==> src/rtl/cnn_mac_pkg.sv <==
// Shared constants and saturation helpers for the CNN multiply-accumulate pipeline.
package cnn_mac_pkg;

  localparam int unsigned A_W_DEF       = 14;
  localparam int unsigned B_W_DEF       = 6;
  localparam int unsigned ACC_W_DEF     = 24;
  localparam int unsigned NUM_STAGE_DEF = 3;

  // Wide enough to hold any ACC_W+1 sum for ACC_W up to 64.
  localparam int unsigned SAT_W = 65;

  typedef logic signed [SAT_W-1:0] wide_t;

  function automatic wide_t acc_max(input int unsigned acc_w);
    return (wide_t'(1) <<< (acc_w - 1)) - wide_t'(1);
  endfunction

  function automatic wide_t acc_min(input int unsigned acc_w);
    return ~acc_max(acc_w);
  endfunction

  // Clamp an ACC_W+1 sum into the signed ACC_W range; flag whether a clamp happened.
  function automatic wide_t sat_add(input wide_t sum, input int unsigned acc_w,
                                    output logic clamp);
    wide_t res;
    res   = sum;
    clamp = 1'b0;
    if (sum > acc_max(acc_w)) begin
      res   = acc_max(acc_w);
      clamp = 1'b1;
    end else if (sum < acc_min(acc_w)) begin
      res   = acc_min(acc_w);
      clamp = 1'b1;
    end
    return res;
  endfunction

endpackage

==> src/rtl/cnn_mac_pipe_mul.sv <==
// Signed A_W x B_W multiplier: registered operands plus NUM_STAGE product registers.
module cnn_mac_pipe_mul #(
  parameter int unsigned A_W       = 14,
  parameter int unsigned B_W       = 6,
  parameter int unsigned NUM_STAGE = 3
) (
  input  logic                     clk_i,
  input  logic                     ce_i,
  input  logic signed [A_W-1:0]    a_i,
  input  logic signed [B_W-1:0]    b_i,
  output logic signed [A_W+B_W-1:0] p_o
);

  localparam int unsigned P_W = A_W + B_W;

  logic signed [A_W-1:0] a_q;
  logic signed [B_W-1:0] b_q;
  logic signed [P_W-1:0] p_q [NUM_STAGE];

  // No reset on the datapath so the registers fold into the DSP slice.
  always_ff @(posedge clk_i) begin
    if (ce_i) begin
      a_q    <= a_i;
      b_q    <= b_i;
      p_q[0] <= P_W'(a_q) * P_W'(b_q);
      for (int i = 1; i < int'(NUM_STAGE); i++) begin
        p_q[i] <= p_q[i-1];
      end
    end
  end

  assign p_o = p_q[NUM_STAGE-1];

endmodule

==> src/rtl/cnn_mac_pipe.sv <==
// Pipelined signed MAC with saturating group accumulation and valid/ready flow control.
module cnn_mac_pipe
  import cnn_mac_pkg::*;
#(
  parameter int unsigned A_W       = A_W_DEF,
  parameter int unsigned B_W       = B_W_DEF,
  parameter int unsigned ACC_W     = ACC_W_DEF,
  parameter int unsigned NUM_STAGE = NUM_STAGE_DEF
) (
  input  logic                    ap_clk,
  input  logic                    ap_rst_n,
  input  logic                    in_valid,
  output logic                    in_ready,
  input  logic signed [A_W-1:0]   din0,
  input  logic signed [B_W-1:0]   din1,
  input  logic                    in_last,
  output logic                    out_valid,
  input  logic                    out_ready,
  output logic signed [ACC_W-1:0] dout,
  output logic                    dout_sat
);

  localparam int unsigned P_W = A_W + B_W;
  localparam int unsigned S_W = ACC_W + 1;
  localparam int unsigned D   = NUM_STAGE + 1;

  logic                    ce_c;
  logic signed [P_W-1:0]   prod;
  logic signed [S_W-1:0]   sum_c;
  logic signed [ACC_W-1:0] clamped_c;
  logic                    clamp_c;

  logic [D-1:0]            vld_q, vld_d, last_q, last_d;
  logic signed [ACC_W-1:0] acc_q, acc_d, dout_q, dout_d;
  logic                    first_q, first_d, sticky_q, sticky_d;
  logic                    out_valid_q, out_valid_d, dout_sat_q, dout_sat_d;

  assign ce_c     = !out_valid_q || out_ready;
  assign in_ready = ce_c;

  cnn_mac_pipe_mul #(
    .A_W       (A_W),
    .B_W       (B_W),
    .NUM_STAGE (NUM_STAGE)
  ) u_mul (
    .clk_i (ap_clk),
    .ce_i  (ce_c),
    .a_i   (din0),
    .b_i   (din1),
    .p_o   (prod)
  );

  always_comb begin
    clamp_c   = 1'b0;
    sum_c     = (first_q ? S_W'(0) : S_W'(acc_q)) + S_W'(prod);
    clamped_c = ACC_W'(sat_add(SAT_W'(sum_c), ACC_W, clamp_c));
  end

  always_comb begin
    vld_d       = vld_q;
    last_d      = last_q;
    acc_d       = acc_q;
    first_d     = first_q;
    sticky_d    = sticky_q;
    out_valid_d = out_valid_q && !out_ready;
    dout_d      = dout_q;
    dout_sat_d  = dout_sat_q;
    if (ce_c) begin
      vld_d  = {vld_q[D-2:0], in_valid};
      last_d = {last_q[D-2:0], in_last};
      // Bubbles leave the accumulator and group state untouched.
      if (vld_q[D-1]) begin
        if (last_q[D-1]) begin
          dout_d      = clamped_c;
          dout_sat_d  = sticky_q | clamp_c;
          out_valid_d = 1'b1;
          first_d     = 1'b1;
          sticky_d    = 1'b0;
        end else begin
          acc_d    = clamped_c;
          first_d  = 1'b0;
          sticky_d = sticky_q | clamp_c;
        end
      end
    end
  end

  always_ff @(posedge ap_clk or negedge ap_rst_n) begin
    if (!ap_rst_n) begin
      vld_q       <= '0;
      last_q      <= '0;
      acc_q       <= '0;
      first_q     <= 1'b1;
      sticky_q    <= 1'b0;
      out_valid_q <= 1'b0;
      dout_q      <= '0;
      dout_sat_q  <= 1'b0;
    end else begin
      vld_q       <= vld_d;
      last_q      <= last_d;
      acc_q       <= acc_d;
      first_q     <= first_d;
      sticky_q    <= sticky_d;
      out_valid_q <= out_valid_d;
      dout_q      <= dout_d;
      dout_sat_q  <= dout_sat_d;
    end
  end

  assign out_valid = out_valid_q;
  assign dout      = dout_q;
  assign dout_sat  = dout_sat_q;

endmodule

==> config.mk <==
export PLATFORM = sky130hd
export DESIGN_NAME = cnn_mac_pipe
export DESIGN_NICKNAME = d
export VERILOG_FILES = /design/src/rtl/cnn_mac_pkg.sv /design/src/rtl/cnn_mac_pipe_mul.sv /design/src/rtl/cnn_mac_pipe.sv
export SDC_FILE = /design/constraint.sdc
export NUM_CORES = 1
export LEC_CHECK = 0
export BUFFER_PORTS_ARGS = -buffer_cell sky130_fd_sc_hd__buf_2
export CELL_PAD_IN_SITES_DETAIL_PLACEMENT = 0
export CELL_PAD_IN_SITES_GLOBAL_PLACEMENT = 1
export CORE_UTILIZATION = 50
export DETAILED_ROUTE_END_ITERATION = 6
export PLACE_DENSITY_LB_ADDON = 0.1
export SLEW_MARGIN = 20
export SYNTH_ARGS = -nofsm -noshare
export SYNTH_HDL_FRONTEND = slang
export SYNTH_HIERARCHICAL = 1
export SYNTH_SLANG_ARGS = --single-unit
==> constraint.sdc <==
create_clock -name ap_clk -period 10.05 [get_ports ap_clk]
set_input_delay 1.5075 -clock ap_clk [delete_from_list [all_inputs] [get_ports ap_clk]]
set_output_delay 1.5075 -clock ap_clk [all_outputs]
set_load 0.005 [all_outputs]
==> flow_metrics.py, run 1 <==
metrics = {
    "grt": {
        "grt_pass1_vias": 6037,
        "grt_first_pass_wirelength_mm": 29.0,
        "grt_max_degree": 81,
        "antenna_found_initial": 0,
        "grt_remaining_overflow": 0,
        "grt_usage_pct": 19.9,
    },
    "cells_and_area": {
        "final_cell_mix": "nor2_1 (83), nand2_1 (80), edfxtp_1 (80)",
        "final_cell_count_no_fill": 1133,
        "area_growth_pct": 8.99,
        "layout.cells.most_common": "nor2_1",
        "drive_gt1_share_pct": 11.7,
        "antenna_cells": 0,
        "final_util_pct": 55.8,
        "final_nets": 1036,
    },
    "critical_path": {
        "worst-r2r-setup-slack_ns": 5.49,
        "critPathMaxFanout": 14,
        "cp.arrival_ns": 4.78,
        "reg2reg_to": "u_mul/p_q[0][17]",
        "cp.required_ns": 10.27,
        "crit_type": "reg -> reg",
        "r2r_start": "u_mul/b_q[2]",
        "endpoint_kind": "register",
        "critPathLaunchType": "register",
        "startpoint": "u_mul/b_q[2]",
        "crit_end": "u_mul/p_q[0][17]",
        "reg2regPathDepth": 12,
    },
    "timing": {
        "fmax_mhz": 219,
        "min_period_over_period_pct": 45.3,
        "worst_pin_slew_ns": 1.08,
        "setup_viol": 0,
        "min_period_ns": 4.56,
        "skew_ns": 0.00957,
        "max_slew_margin_pct": 27.8,
        "maxSlewViolCount": 0,
        "hold_violations": 0,
        "fin_tns_setup_ns": 0,
        "fin_ws_ns": 5.49,
        "rsz0062_at_grt": "no",
    },
    "detailed_routing": {
        "drc_errors": 0,
        "drt-pass1-iter-count": 4,
        "drtAntennaViolNets": 0,
        "wl_per_cell_um": 15.3,
        "num_vias": 6011,
        "drtIter0Drc": 297,
        "viasPerCell": 5.31,
        "drt_wl_total_mm": 17.4,
    },
    "synth": {
        "synth.cell_area_sq_um": 9230,
        "ys_types": 61,
        "avgSynthCellArea_sq_um": 10.6,
        "ys_seq_area_share_pct": 42.3,
        "yosys_warnings": 6,
        "syn-num-nets": 1017,
        "async_flop_share_pct": 42.9,
        "synth_edf_count": 80,
        "ys.flop_type": "edfxtp_1",
        "synth_seq_cells": 140,
        "syn_inst": 872,
    },
    "clocking": {
        "clkLatencyLatePin_ns": 0.42,
        "clock-sinks": 140,
        "cts_setup_buffers": 0,
        "htree_levels": 4,
        "numCtsBuffers": 17,
        "root_buffer": "clkbuf_16",
        "clkTransAtPathRegs_ns": 0.06,
        "cts_tree": "built",
        "holdBufCountCts": 0,
        "cts_resized": 0,
        "max-clock-path-buffers": 2,
    },
    "floorplan": {
        "io_pins": 52,
        "initial_core_util_pct": 51.2,
        "placementRows": 49,
        "die_w_um": 138,
        "die-area_sq_um": 19000,
        "core-area_sq_um": 18000,
        "die_y_um": 138,
    },
    "job": {
        "drv_cap": 0,
    },
    "place": {
        "dpl.cell_count": 1101,
        "pre_cts_ws_ns": 5.49,
        "dp_hpwl_mm": 12.8,
        "io_buffer_count": 51,
        "globalplace.congestion": 0.855,
    },
    "worst_hold_path": {
        "hold_class": "reg -> reg",
    },
    "status": {
        "status": "completed",
    },
}
==> flip-flops by register name (all words and copies together), names as in the netlist, 4 cells and up <==
| signal | flops |
|---|---|
| u_mul/p_q | 60 |
| dout | 24 |
| vld_q | 4 |
| u_mul/b_q | 6 |
| last_q | 4 |
| u_mul/a_q | 14 |
| acc_q | 24 |
==> cell type report <==
cell class                      instances  area, sq um
Fill cell                            1591         7970
Multi-Input combinational cell        620         4810
Sequential cell                       140         3910
Clock buffer                           23          478
Tap cell                              229          287
Timing Repair Buffer                   53          270
Inverter                               59          221
Clock inverter                          9         86.3
==> kinds of logic (layout without fill, tap and decap cells) <==
group | after synthesis | in the layout | synth area share (%)
compound gates | 168 | 168 | 11.3
xor+xnor | 35 | 35 | 3.32
fa+ha+maj | 120 | 120 | 21.1
buf+inv | 112 | 144 | 5.67
flops | 140 | 140 | 42.3
mux | 8 | 8 | 0.976
simple gates | 289 | 289 | 15.3
==> worst max-delay path, cell delays in order, from the launching register on <==
cell and delay, ns:
edfxtp_1 0.58, nand2_1 0.14, fa_1 0.59, fa_1 0.45, fa_1 0.54, inv_1 0.05, fa_1 0.50, ha_1 0.32
a21o_1 0.15, nand4_1 0.18, a211oi_2 0.44, nor2_1 0.12, o311ai_1 0.30
==> Yosys cell counts, drive strengths merged (22+ instances only) <==
master  number  area (sq um)
edfxtp      80          2400
a21oi       81           420
nor2        86           338
nand2       80           300
xnor2       22           193
nor2b       27           169
buf         31           219
inv         58           218
dfrtp       59          1480
clkbuf      22          82.6
ha          61           763
and2        47           294
o21ai       29           145
fa          59          1180
==> worst min path at each step <==
stage	slack (ns)	startpoint	end	depth (start not counted)
floorplan	0.40	u_mul/p_q[0][0]	u_mul/p_q[0][20]	0
global placement	0.40	u_mul/p_q[0][23]	u_mul/p_q[0][43]	0
detailed placement	0.40	u_mul/p_q[0][2]	u_mul/p_q[0][22]	0
CTS	0.42	u_mul/p_q[0][3]	u_mul/p_q[0][23]	0
global route	0.42	u_mul/p_q[0][29]	u_mul/p_q[0][49]	0
finish	0.42	u_mul/p_q[0][3]	u_mul/p_q[0][23]	0
==> layer usage <==
metal	vias to the layer above	GRT usage, %	share of wire, %
met2	106	33.3	49
met5	-	0	0
li1	2996	-	-
met3	21	3.98	3.5
met1	2888	25.6	46
met4	0	6.94	1.6
==> per-stage QoR <==
step                      area [sq um]  hold slack (ns)
after floorplan                   9230            0.400
after global placement            9490            0.400
after detailed placement          9490            0.405
after CTS                        10100            0.416
after global routing             10100            0.421
final                            10100            0.416
Power of run 1 is left out: the tool's default activity adds up to more than one toggle a clock period on the data nets, which glitch-free logic cannot reach.
==> inputs of run 2 (changes only) <==
--- a/config.mk
+++ b/config.mk
@@ -8,7 +8,7 @@
 export BUFFER_PORTS_ARGS = -buffer_cell sky130_fd_sc_hd__buf_2
 export CELL_PAD_IN_SITES_DETAIL_PLACEMENT = 0
 export CELL_PAD_IN_SITES_GLOBAL_PLACEMENT = 1
-export CORE_UTILIZATION = 50
+export CORE_UTILIZATION = 45
 export DETAILED_ROUTE_END_ITERATION = 6
 export PLACE_DENSITY_LB_ADDON = 0.1
 export SLEW_MARGIN = 20
==> constraint.sdc (replaced) <==
create_clock -name ap_clk -period 3.75 [get_ports ap_clk]
set_input_delay 0.5625 -clock ap_clk [delete_from_list [all_inputs] [get_ports ap_clk]]
set_output_delay 0.5625 -clock ap_clk [all_outputs]
set_load 0.005 [all_outputs]
==> flow_metrics.py, run 2 (same netlist as run 1, synthesis figures left out) <==
metrics = {
    "status": {
        "status": "finished with violations",
        "violations": "setup timing",
    },
    "detailed_routing": {
        "wl_per_cell_um": 15.4,
        "num_vias": 6396,
        "drc_errors": 0,
        "drtAntennaViolNets": 0,
        "drtIter0Drc": 273,
        "viasPerCell": 5.09,
        "drt-pass1-iter-count": 4,
        "drt_wl_total_mm": 19.3,
    },
    "floorplan": {
        "die-area_sq_um": 21100,
        "core-area_sq_um": 20200,
        "initial_core_util_pct": 45.8,
        "die_y_um": 145,
        "placementRows": 52,
        "die_w_um": 145,
        "io_pins": 52,
    },
    "grt": {
        "grt_first_pass_wirelength_mm": 32.6,
        "grt_max_degree": 61,
        "antenna_found_initial": 0,
        "grt_usage_pct": 19.4,
        "grt_remaining_overflow": 0,
        "grt_pass1_vias": 6651,
    },
    "clocking": {
        "clock-sinks": 140,
        "root_buffer": "clkbuf_16",
        "htree_levels": 4,
        "clkLatencyLatePin_ns": 0.42,
        "numCtsBuffers": 17,
        "holdBufCountCts": 0,
        "clkTransAtPathRegs_ns": 0.06,
        "max-clock-path-buffers": 2,
        "cts_tree": "built",
    },
    "place": {
        "io_buffer_count": 51,
        "globalplace.congestion": 0.876,
        "place_area_sq_um": 10200,
        "dp_hpwl_mm": 14.4,
    },
    "timing": {
        "fmax_mhz": 239,
        "max_slew_margin_pct": 33.6,
        "maxSlewViolCount": 0,
        "skew_ns": 0.0117,
        "rsz0062_at_grt": "yes",
        "worst_pin_slew_ns": 0.997,
        "hold_violations": 0,
        "min_period_over_period_pct": 112,
        "setup_viol": 12,
        "min_period_ns": 4.19,
        "fin_ws_ns": -0.439,
    },
    "cells_and_area": {
        "ff_latch_area_sq_um": 3910,
        "fillers": 1737,
        "final_nets": 1119,
        "largest_reg_flops": 60,
        "largest_register": "u_mul/p_q",
        "drive_gt1_share_pct": 25.2,
        "antenna_cells": 0,
        "multi_input_area_sq_um": 5240,
        "fin_area_sq_um": 11300,
        "area_growth_pct": 22.7,
        "final_cell_mix": "edfxtp_1 (80), buf_4 (77), nor2_1 (76)",
        "layout.cells.most_common": "edfxtp_1",
    },
    "critical_path": {
        "critPathLaunchType": "register",
        "cp.arrival_ns": 4.43,
        "path_cells": "buf_4, nand2b_4, fa_1, fa_1, fa_1, inv_1, fa_1, ha_1, a21o_1, nand4_1, a211oi_4, or4_1, o311ai_1",
        "crit_type": "reg -> reg",
        "cp.required_ns": 3.99,
        "endpoint_kind": "register",
        "cpPeakStageDelay_ns": 0.51,
        "path_common_cell": "fa_1",
        "critPathSlowestCell": "fa_1",
        "critPathMaxFanout": 4,
    },
    "worst_hold_path": {
        "hold_class": "in -> async",
    },
    "job": {
        "drv_cap": 0,
    },
}
==> run 2: changes by cell type in the layout (fill, tap and decap cells not counted), sizes merged <==
| cell | change |
|---|---|
| buf | +83 |
| clkbuf | -5 |
| clkinv | +5 |
| inv | -4 |
| bufinv | +4 |
==> run 2: metrics by stage <==
stage          hold WS [ns]  setup slack (ns)  utilization, %  TNS (ns)  std cells
6_report              0.152            -0.439            56.1     -4.11       1257
5_1_grt               0.185            -0.606            56.1     -5.98       1257
3_5_place_dp          0.405            -0.522            50.6     -4.49       1204
3_3_place_gp          0.400            -0.404            50.6     -3.43       1204
2_1_floorplan         0.267            -0.198               -    -0.766        872
4_1_cts               0.151            -0.380            55.4     -3.16       1252
==> run 2: timing repair <==
action / in CTS / in global routing
buffers inserted: 17 / 5
cloned: 0 / 0
pin swaps: 14 / 6
gates resized for setup: 31 / 17
hold endpoints to repair: 0 / 0
setup endpoints to repair: 12 / 38
==> run 2: path summary, 6_finish.rpt <==
check | depth (start not counted) | endpoint | slack, ns | startpoint
worst min register to register | 0 | u_mul/p_q[0][58] | 0.42 | u_mul/p_q[0][38]
max in group asynchronous | 2 | acc_q[4] | 2.70 | ap_rst_n
worst max register to register | 13 | u_mul/p_q[0][17] | -0.44 | u_mul/b_q[5]
worst min-delay path | 1 | dout[20] | 0.15 | ap_rst_n
worst max-delay path | 13 | u_mul/p_q[0][17] | -0.44 | u_mul/b_q[5]
min in group ap_clk | 1 | u_mul/b_q[5] | 0.31 | din1[5]
==> run 2: layer usage <==
layer | vias to the layer above | wire [um] | track usage, %
li1 | 3163 | - | -
met1 | 3123 | 8750 | 24.4
met2 | 88 | 9760 | 33.6
met3 | 22 | 437 | 3.49
met4 | 0 | 387 | 6.84
met5 | - | 0 | 0
==> run 2: final cells by class <==
class                   count  area share [%]
flip-flops and latches    140            34.5
repair buffers            136            8.47
inverters                  59            2.07
multi-input cells         620            46.3
clock inverters            14            1.93
well taps                 270            2.98
clock buffers              18            3.79
==> run 2: worst max-delay path, delay by kind of cell, from the launching register on <==
| kind | cells | cell delay [ns] |
|---|---|---|
| DFF | 1 | 0.46 |
| adders and majority gates | 5 | 2.23 |
| buffers and inverters | 2 | 0.23 |
| AOI/OAI and AO/OA | 3 | 0.37 |
| and+or+nand+nor | 3 | 0.71 |
Power of run 2 is left out for the same reason.
